===== src/rtl/clock_pkg.sv =====
// rtl/clock_pkg.sv - shared dial widths, dial constants and alarm state encoding
package clock_pkg;
  localparam int HOUR_W = 4;
  localparam int MIN_W = 6;
  localparam int HOURS_PER_DIAL = 12;
  localparam int MINS_PER_HOUR = 60;
  localparam int AL_MIN_STEP = 10;
  localparam int WRAP_W = 7;

  typedef enum logic {
    ALARM_IDLE = 1'b0,
    ALARM_RING = 1'b1
  } alarm_state_t;

  // Operands never exceed one modulus, so a single conditional subtract wraps.
  function automatic logic [WRAP_W-1:0] wrap_add(input logic [WRAP_W-1:0] value,
                                                 input logic [WRAP_W-1:0] inc,
                                                 input logic [WRAP_W-1:0] modulus);
    logic [WRAP_W-1:0] sum;
    sum = value + inc;
    return (sum >= modulus) ? sum - modulus : sum;
  endfunction
endpackage


===== src/rtl/button_debounce.sv =====
// rtl/button_debounce.sv - 2-FF synchronizer, level debouncer and rising-edge press pulse
module button_debounce #(
  parameter int DEBOUNCE_CYCLES = 250_000
) (
  input  logic clk,
  input  logic rst_n,
  input  logic btn,
  output logic press
);
  localparam int CNT_W = $clog2(DEBOUNCE_CYCLES + 1);

  logic             sync_a;
  logic             sync_b;
  logic             level;
  logic [CNT_W-1:0] cnt;

  // cnt counts consecutive samples that disagree with the accepted level.
  always_ff @(posedge clk or negedge rst_n) begin
    if (!rst_n) begin
      sync_a <= 1'b0;
      sync_b <= 1'b0;
      level  <= 1'b0;
      cnt    <= '0;
      press  <= 1'b0;
    end else begin
      sync_a <= btn;
      sync_b <= sync_a;
      press  <= 1'b0;
      if (sync_b == level) begin
        cnt <= '0;
      end else if (cnt == CNT_W'(DEBOUNCE_CYCLES - 1)) begin
        cnt   <= '0;
        level <= sync_b;
        press <= sync_b;
      end else begin
        cnt <= cnt + 1'b1;
      end
    end
  end
endmodule


===== src/rtl/time_keeper.sv =====
// rtl/time_keeper.sv - 12-hour clock with settable time, 10-minute-step alarm and ring FSM
module time_keeper
  import clock_pkg::*;
#(
  parameter int CLK_HZ          = 25_000_000,
  parameter int DEBOUNCE_CYCLES = 250_000,
  parameter int RING_SECS       = 60
) (
  input  logic              clk,
  input  logic              rst_n,
  input  logic              btn_hour,
  input  logic              btn_min,
  input  logic              btn_al_hour,
  input  logic              btn_al_min,
  input  logic              btn_alarm,
  output logic [HOUR_W-1:0] hour,
  output logic [MIN_W-1:0]  minute,
  output logic [MIN_W-1:0]  second,
  output logic [HOUR_W-1:0] al_hour,
  output logic [MIN_W-1:0]  al_minute,
  output logic              slow_clk,
  output logic              tick_1hz,
  output logic              alarm_en,
  output logic              alarm_ring
);
  localparam int PRESC_W   = $clog2(CLK_HZ + 1);
  localparam int RC_W      = $clog2(RING_SECS + 1);
  localparam int B_HOUR    = 0;
  localparam int B_MIN     = 1;
  localparam int B_AL_HOUR = 2;
  localparam int B_AL_MIN  = 3;
  localparam int B_ALARM   = 4;

  logic [4:0]         btn_raw;
  logic [4:0]         press;
  logic [PRESC_W-1:0] presc;
  logic               tick;
  logic               sec_carry;
  logic               min_carry;
  logic               time_edit;
  logic               alarm_match;
  logic [MIN_W-1:0]   second_n;
  logic [MIN_W-1:0]   minute_n;
  logic [MIN_W-1:0]   al_minute_n;
  logic [HOUR_W-1:0]  hour_n;
  logic [HOUR_W-1:0]  al_hour_n;
  alarm_state_t       state;
  alarm_state_t       state_n;
  logic [RC_W-1:0]    ring_cnt;
  logic [RC_W-1:0]    ring_cnt_n;
  logic               alarm_en_n;

  assign btn_raw = {btn_alarm, btn_al_min, btn_al_hour, btn_min, btn_hour};

  for (genvar i = 0; i < 5; i++) begin : g_btn
    button_debounce #(
      .DEBOUNCE_CYCLES(DEBOUNCE_CYCLES)
    ) u_debounce (
      .clk  (clk),
      .rst_n(rst_n),
      .btn  (btn_raw[i]),
      .press(press[i])
    );
  end

  // A press adds one on top of whatever carry the tick delivers in the same cycle.
  always_comb begin
    tick        = (presc == PRESC_W'(CLK_HZ - 1));
    sec_carry   = tick && (second == MIN_W'(MINS_PER_HOUR - 1));
    min_carry   = sec_carry && (minute == MIN_W'(MINS_PER_HOUR - 1));
    second_n    = MIN_W'(wrap_add(WRAP_W'(second), WRAP_W'(tick), WRAP_W'(MINS_PER_HOUR)));
    minute_n    = MIN_W'(wrap_add(WRAP_W'(minute), WRAP_W'(sec_carry) + WRAP_W'(press[B_MIN]),
                                  WRAP_W'(MINS_PER_HOUR)));
    hour_n      = HOUR_W'(wrap_add(WRAP_W'(hour), WRAP_W'(min_carry) + WRAP_W'(press[B_HOUR]),
                                   WRAP_W'(HOURS_PER_DIAL)));
    al_hour_n   = HOUR_W'(wrap_add(WRAP_W'(al_hour), WRAP_W'(press[B_AL_HOUR]),
                                   WRAP_W'(HOURS_PER_DIAL)));
    al_minute_n = MIN_W'(wrap_add(WRAP_W'(al_minute),
                                  press[B_AL_MIN] ? WRAP_W'(AL_MIN_STEP) : '0,
                                  WRAP_W'(MINS_PER_HOUR)));
    time_edit   = |press[B_AL_MIN:B_HOUR];
    alarm_match = tick && alarm_en && !time_edit && (hour_n == al_hour) &&
                  (minute_n == al_minute) && (second_n == '0);
  end

  always_ff @(posedge clk or negedge rst_n) begin
    if (!rst_n) begin
      presc     <= '0;
      tick_1hz  <= 1'b0;
      slow_clk  <= 1'b0;
      second    <= '0;
      minute    <= '0;
      hour      <= '0;
      al_minute <= '0;
      al_hour   <= '0;
    end else begin
      presc     <= tick ? '0 : presc + 1'b1;
      tick_1hz  <= tick;
      slow_clk  <= (presc < PRESC_W'(CLK_HZ / 2));
      second    <= second_n;
      minute    <= minute_n;
      hour      <= hour_n;
      al_minute <= al_minute_n;
      al_hour   <= al_hour_n;
    end
  end

  // An alarm press always wins over a matching tick, so IDLE checks it first.
  always_comb begin
    state_n    = state;
    ring_cnt_n = ring_cnt;
    alarm_en_n = alarm_en;
    case (state)
      ALARM_IDLE: begin
        if (press[B_ALARM]) begin
          alarm_en_n = !alarm_en;
        end else if (alarm_match) begin
          state_n    = ALARM_RING;
          ring_cnt_n = '0;
        end
      end
      ALARM_RING: begin
        if (press[B_ALARM] || !alarm_en) begin
          state_n = ALARM_IDLE;
        end else if (tick) begin
          if (ring_cnt == RC_W'(RING_SECS - 1)) state_n = ALARM_IDLE;
          else ring_cnt_n = ring_cnt + 1'b1;
        end
      end
      default: state_n = ALARM_IDLE;
    endcase
  end

  always_ff @(posedge clk or negedge rst_n) begin
    if (!rst_n) begin
      state      <= ALARM_IDLE;
      ring_cnt   <= '0;
      alarm_en   <= 1'b0;
      alarm_ring <= 1'b0;
    end else begin
      state      <= state_n;
      ring_cnt   <= ring_cnt_n;
      alarm_en   <= alarm_en_n;
      alarm_ring <= (state_n == ALARM_RING);
    end
  end
endmodule

===== config.mk =====
export PLATFORM = sky130hd
export DESIGN_NAME = time_keeper
export DESIGN_NICKNAME = d
export VERILOG_FILES = /design/src/rtl/clock_pkg.sv /design/src/rtl/button_debounce.sv /design/src/rtl/time_keeper.sv
export SDC_FILE = /design/constraint.sdc
export NUM_CORES = 1
export LEC_CHECK = 0
export BUFFER_PORTS_ARGS = -buffer_cell sky130_fd_sc_hd__buf_2
export CAP_MARGIN = 20
export CELL_PAD_IN_SITES_DETAIL_PLACEMENT = 1
export CELL_PAD_IN_SITES_GLOBAL_PLACEMENT = 2
export CORE_ASPECT_RATIO = 0.8
export CORE_MARGIN = 2
export CORE_UTILIZATION = 44
export DETAILED_ROUTE_END_ITERATION = 10
export GPL_TIMING_DRIVEN = 0
export PLACE_DENSITY = 0.95
export SETUP_SLACK_MARGIN = 0.1
export SYNTH_ARGS = -nofsm -noshare
export SYNTH_HDL_FRONTEND = slang
export SYNTH_SLANG_ARGS = --single-unit

===== constraint.sdc =====
create_clock -name clk -period 7 [get_ports clk]
set_clock_uncertainty 0.1 [all_clocks]
set_input_delay 0.7 -clock clk [delete_from_list [all_inputs] [get_ports clk]]
set_output_delay 0.7 -clock clk [all_outputs]
set_load 0.1 [all_outputs]

==> flow_summary.json <==
{
  "synth_area_mm2": 0.008549,
  "cts_root_buf": "clkbuf_16",
  "ir_worst_vdd_mv": 0.1362,
  "ys_warn_count": 0,
  "crit_type": "register to register",
  "ys_ff_latch": 170,
  "final_core_util_pct": 50.82,
  "finalNonFillerCells": 1166,
  "grt_antenna_before_repair": 0,
  "cts_setup_buffers": 0,
  "avgSynthCellArea_um2": 10.19,
  "wl_per_cell_um": 16.06,
  "hold_viol": 0,
  "async_flop_share_pct": 100.0,
  "grt_pass1_wl_um": 32160,
  "cp_data_required_time_ns": 7.21,
  "ys.flop_type": "dfrtp_1",
  "ant_nets": 0,
  "num_io_pins": 37,
  "holdWs_ns": 0.09191,
  "clk_path_buf_depth": 2,
  "power_density_mw_per_mm2": 206.0,
  "clk_pin_slew_ns": 0.07,
  "arrival_ns": 5.56,
  "dp_hpwl_um": 12870,
  "setup_viol": 0,
  "rows": 45,
  "coreArea_mm2": 0.01903,
  "finalWirelength_um": 18730,
  "drt_drc_violations_left": 0,
  "io_buffers": 35,
  "synth_edf_count": 0,
  "min_path_type": "input port to asynchronous set/reset pin",
  "fin_crit_ns": 5.350,
  "htree_levels": 4,
  "reg2reg_depth": 17,
  "detail_route.vias_per_cell": 5.301,
  "cap_violations": 0,
  "yosysTopAreaCell": "dfrtp_1",
  "total_power_mw": 1.992,
  "grt_max_degree": 104,
  "synth.distinct_cells": 72,
  "drive_above_1_share_pct": 11.45,
  "nNetsFinal": 925,
  "fmax_mhz": 186.9,
  "dieWidth_um": 159.8,
  "worst_pin_slew_ns": 0.7447,
  "die_h_um": 128.7,
  "grt.overflow.total": 0,
  "end_kind": "register",
  "status": "completed",
  "drv_slew": 0,
  "hold_buffers": 0,
  "grt_pass1_vias": 6331,
  "dieArea_mm2": 0.02057,
  "drt_iter0_markers": 356,
  "crit_fanout": 10,
  "dp.cells": 1134,
  "area_growth_syn_to_layout_pct": 13.13,
  "slew_headroom_pct": 49.97,
  "via_count": 6181,
  "synth_top_cell_area_share_pct": 49.76,
  "cts.sinks": 170,
  "nFillCells": 2162,
  "cts_buffers": 17,
  "seq_area_frac_synth_pct": 49.76,
  "start_util_pct": 44.92,
  "antenna-diode-count": 0,
  "yosys-top-cells-area": "dfrtp_1 50%, xor2_1 7.1%, xnor2_1 5.8%",
  "grtUsageTotal_pct": 19.39,
  "synth_nets": 869,
  "critPathLaunchType": "register",
  "gp_congestion": 0.7806,
  "finalCritPeriodShare_pct": 76.43,
  "synth_cells": 839,
  "dr.pass1.iters": 4,
  "cts_resized": 0,
  "cts_tree": "built",
  "rsz0062_at_grt": "no",
  "clk_latency_ns": 0.44,
  "p_leak_nw": 4.466,
  "final.setup.tns_ns": 0
}
==> cells in the final DEF (no fill, tap or decap), types with 3 or more instances in the layout <==
| cell | n |
|---|---|
| a21o_1 | 3 |
| a21oi_1 | 16 |
| a22oi_1 | 3 |
| a32oi_1 | 3 |
| and2_1 | 7 |
| and3_1 | 29 |
| and3b_1 | 4 |
| and4b_1 | 3 |
| buf_2 | 38 |
| buf_4 | 3 |
| clkbuf_1 | 9 |
| clkbuf_16 | 17 |
| clkinv_2 | 6 |
| dfrtp_1 | 170 |
| ha_1 | 21 |
| inv_1 | 14 |
| mux2_2 | 8 |
| nand2_1 | 68 |
| nand2b_1 | 3 |
| nand3_1 | 64 |
| nand3b_1 | 6 |
| nand4_1 | 23 |
| nor2_1 | 126 |
| nor2b_1 | 9 |
| nor3_1 | 12 |
| nor3b_1 | 7 |
| nor4_1 | 8 |
| nor4b_1 | 4 |
| o211ai_1 | 5 |
| o21ai_0 | 16 |
| o21ai_1 | 6 |
| o31ai_1 | 3 |
| or3_1 | 9 |
| xnor2_1 | 57 |
| xor2_1 | 69 |
==> worst paths after layout <==
path                                                  from                     endpoint  slack (ns)
worst max-delay path                              presc[8]                  ring_cnt[4]        1.65
worst min-delay path                                 rst_n  g_btn[3].u_debounce.cnt[16]        0.09
worst max register to register                    presc[8]                  ring_cnt[4]        1.65
worst min register to register  g_btn[1].u_debounce.sync_a   g_btn[1].u_debounce.sync_b        0.25
max in group asynchronous                            rst_n                    second[5]        5.83
min in group clk                g_btn[1].u_debounce.sync_a   g_btn[1].u_debounce.sync_b        0.25
==> where the power goes <==
| group | leakage [nW] | internal (mW) | total (mW) | switching, mW |
|---|---|---|---|---|
| clock network | 0.286 | 0.542 | 0.945 | 0.403 |
| logic | 1.86 | 0.0120 | 0.0476 | 0.0356 |
| registers | 2.32 | 0.992 | 1.00 | 0.00734 |
==> cells in the mapped netlist (3+ instances only) <==
cell type / count
dfrtp_1: 170
nor2_1: 126
xor2_1: 69
nand2_1: 68
nand3_1: 64
xnor2_1: 57
and3_1: 29
nand4_1: 23
ha_1: 21
a21oi_1: 16
o21ai_0: 16
inv_1: 14
nor3_1: 12
nor2b_1: 9
or3_1: 9
clkbuf_1: 8
mux2_2: 8
nor4_1: 8
and2_1: 7
nor3b_1: 7
nand3b_1: 6
o21ai_1: 6
o211ai_1: 5
and3b_1: 4
buf_2: 4
nor4b_1: 4
a21o_1: 3
a22oi_1: 3
a32oi_1: 3
and4b_1: 3
nand2b_1: 3
o31ai_1: 3
==> layer usage <==
metal  track usage (%)  vias to the layer above  share of wire, %
li1                  -                     3025                 -
met1             27.38                     3090                51
met2             30.58                       52                46
met3             4.642                       14               2.5
met4             4.557                        0              0.88
met5                 0                        -                 0
==> through the flow <==
step	area, um2	setup WS [ns]
3_5_place_dp	9092	1.617
3_3_place_gp	9047	1.659
6_report	9672	1.650
2_1_floorplan	8549	2.334
4_1_cts	9672	1.620
5_1_grt	9672	1.372
==> flip-flops by register name, indices dropped and copies added, names as in the netlist <==
signal and cells:
al_hour 4, al_minute 5, alarm_en 1, g_btn.u_debounce.cnt 90, g_btn.u_debounce.level 5, g_btn.u_debounce.press 5, g_btn.u_debounce.sync_a 5, g_btn.u_debounce.sync_b 5
hour 4, minute 6, presc 25, ring_cnt 6, second 6, slow_clk 1, state 1, tick_1hz 1
==> layout make-up <==
cell class | instances | area (um2) | share of cell area [%]
Timing Repair Buffer | 37 | 220.2 | 2.277
Tap cell | 258 | 322.8 | 3.338
Multi-Input combinational cell | 638 | 4148 | 42.88
Clock inverter | 12 | 122.6 | 1.268
Sequential cell | 170 | 4254 | 43.98
Buffer | 17 | 95.09 | 0.9832
Inverter | 14 | 52.55 | 0.5433
Clock buffer | 20 | 456.7 | 4.722
==> worst max-delay path, cell delays in order (launching register included) <==
cell	delay, ns
dfrtp_1	0.43
nor4_2	0.39
nand4_1	0.15
nor3_1	0.65
and3_1	0.33
fa_1	0.35
ha_1	0.20
buf_4	0.18
xor2_2	0.22
ha_1	0.21
or3b_1	0.36
o211a_1	0.16
a22oi_1	0.35
mux2_4	0.35
a211oi_2	0.28
a41oi_4	0.22
o21ai_1	0.19
o31ai_1	0.10
==> kinds of logic after synthesis <==
| group | share of synthesized area [%] |
|---|---|
| compound gates | 6.645 |
| xor+xnor | 13.29 |
| fa+ha+maj | 3.542 |
| buf+inv | 1.727 |
| flops | 49.76 |
| mux | 1.463 |
| other cells | 0.04386 |
| simple gates | 23.53 |
Note: power is estimated with default switching activity, not from simulation.
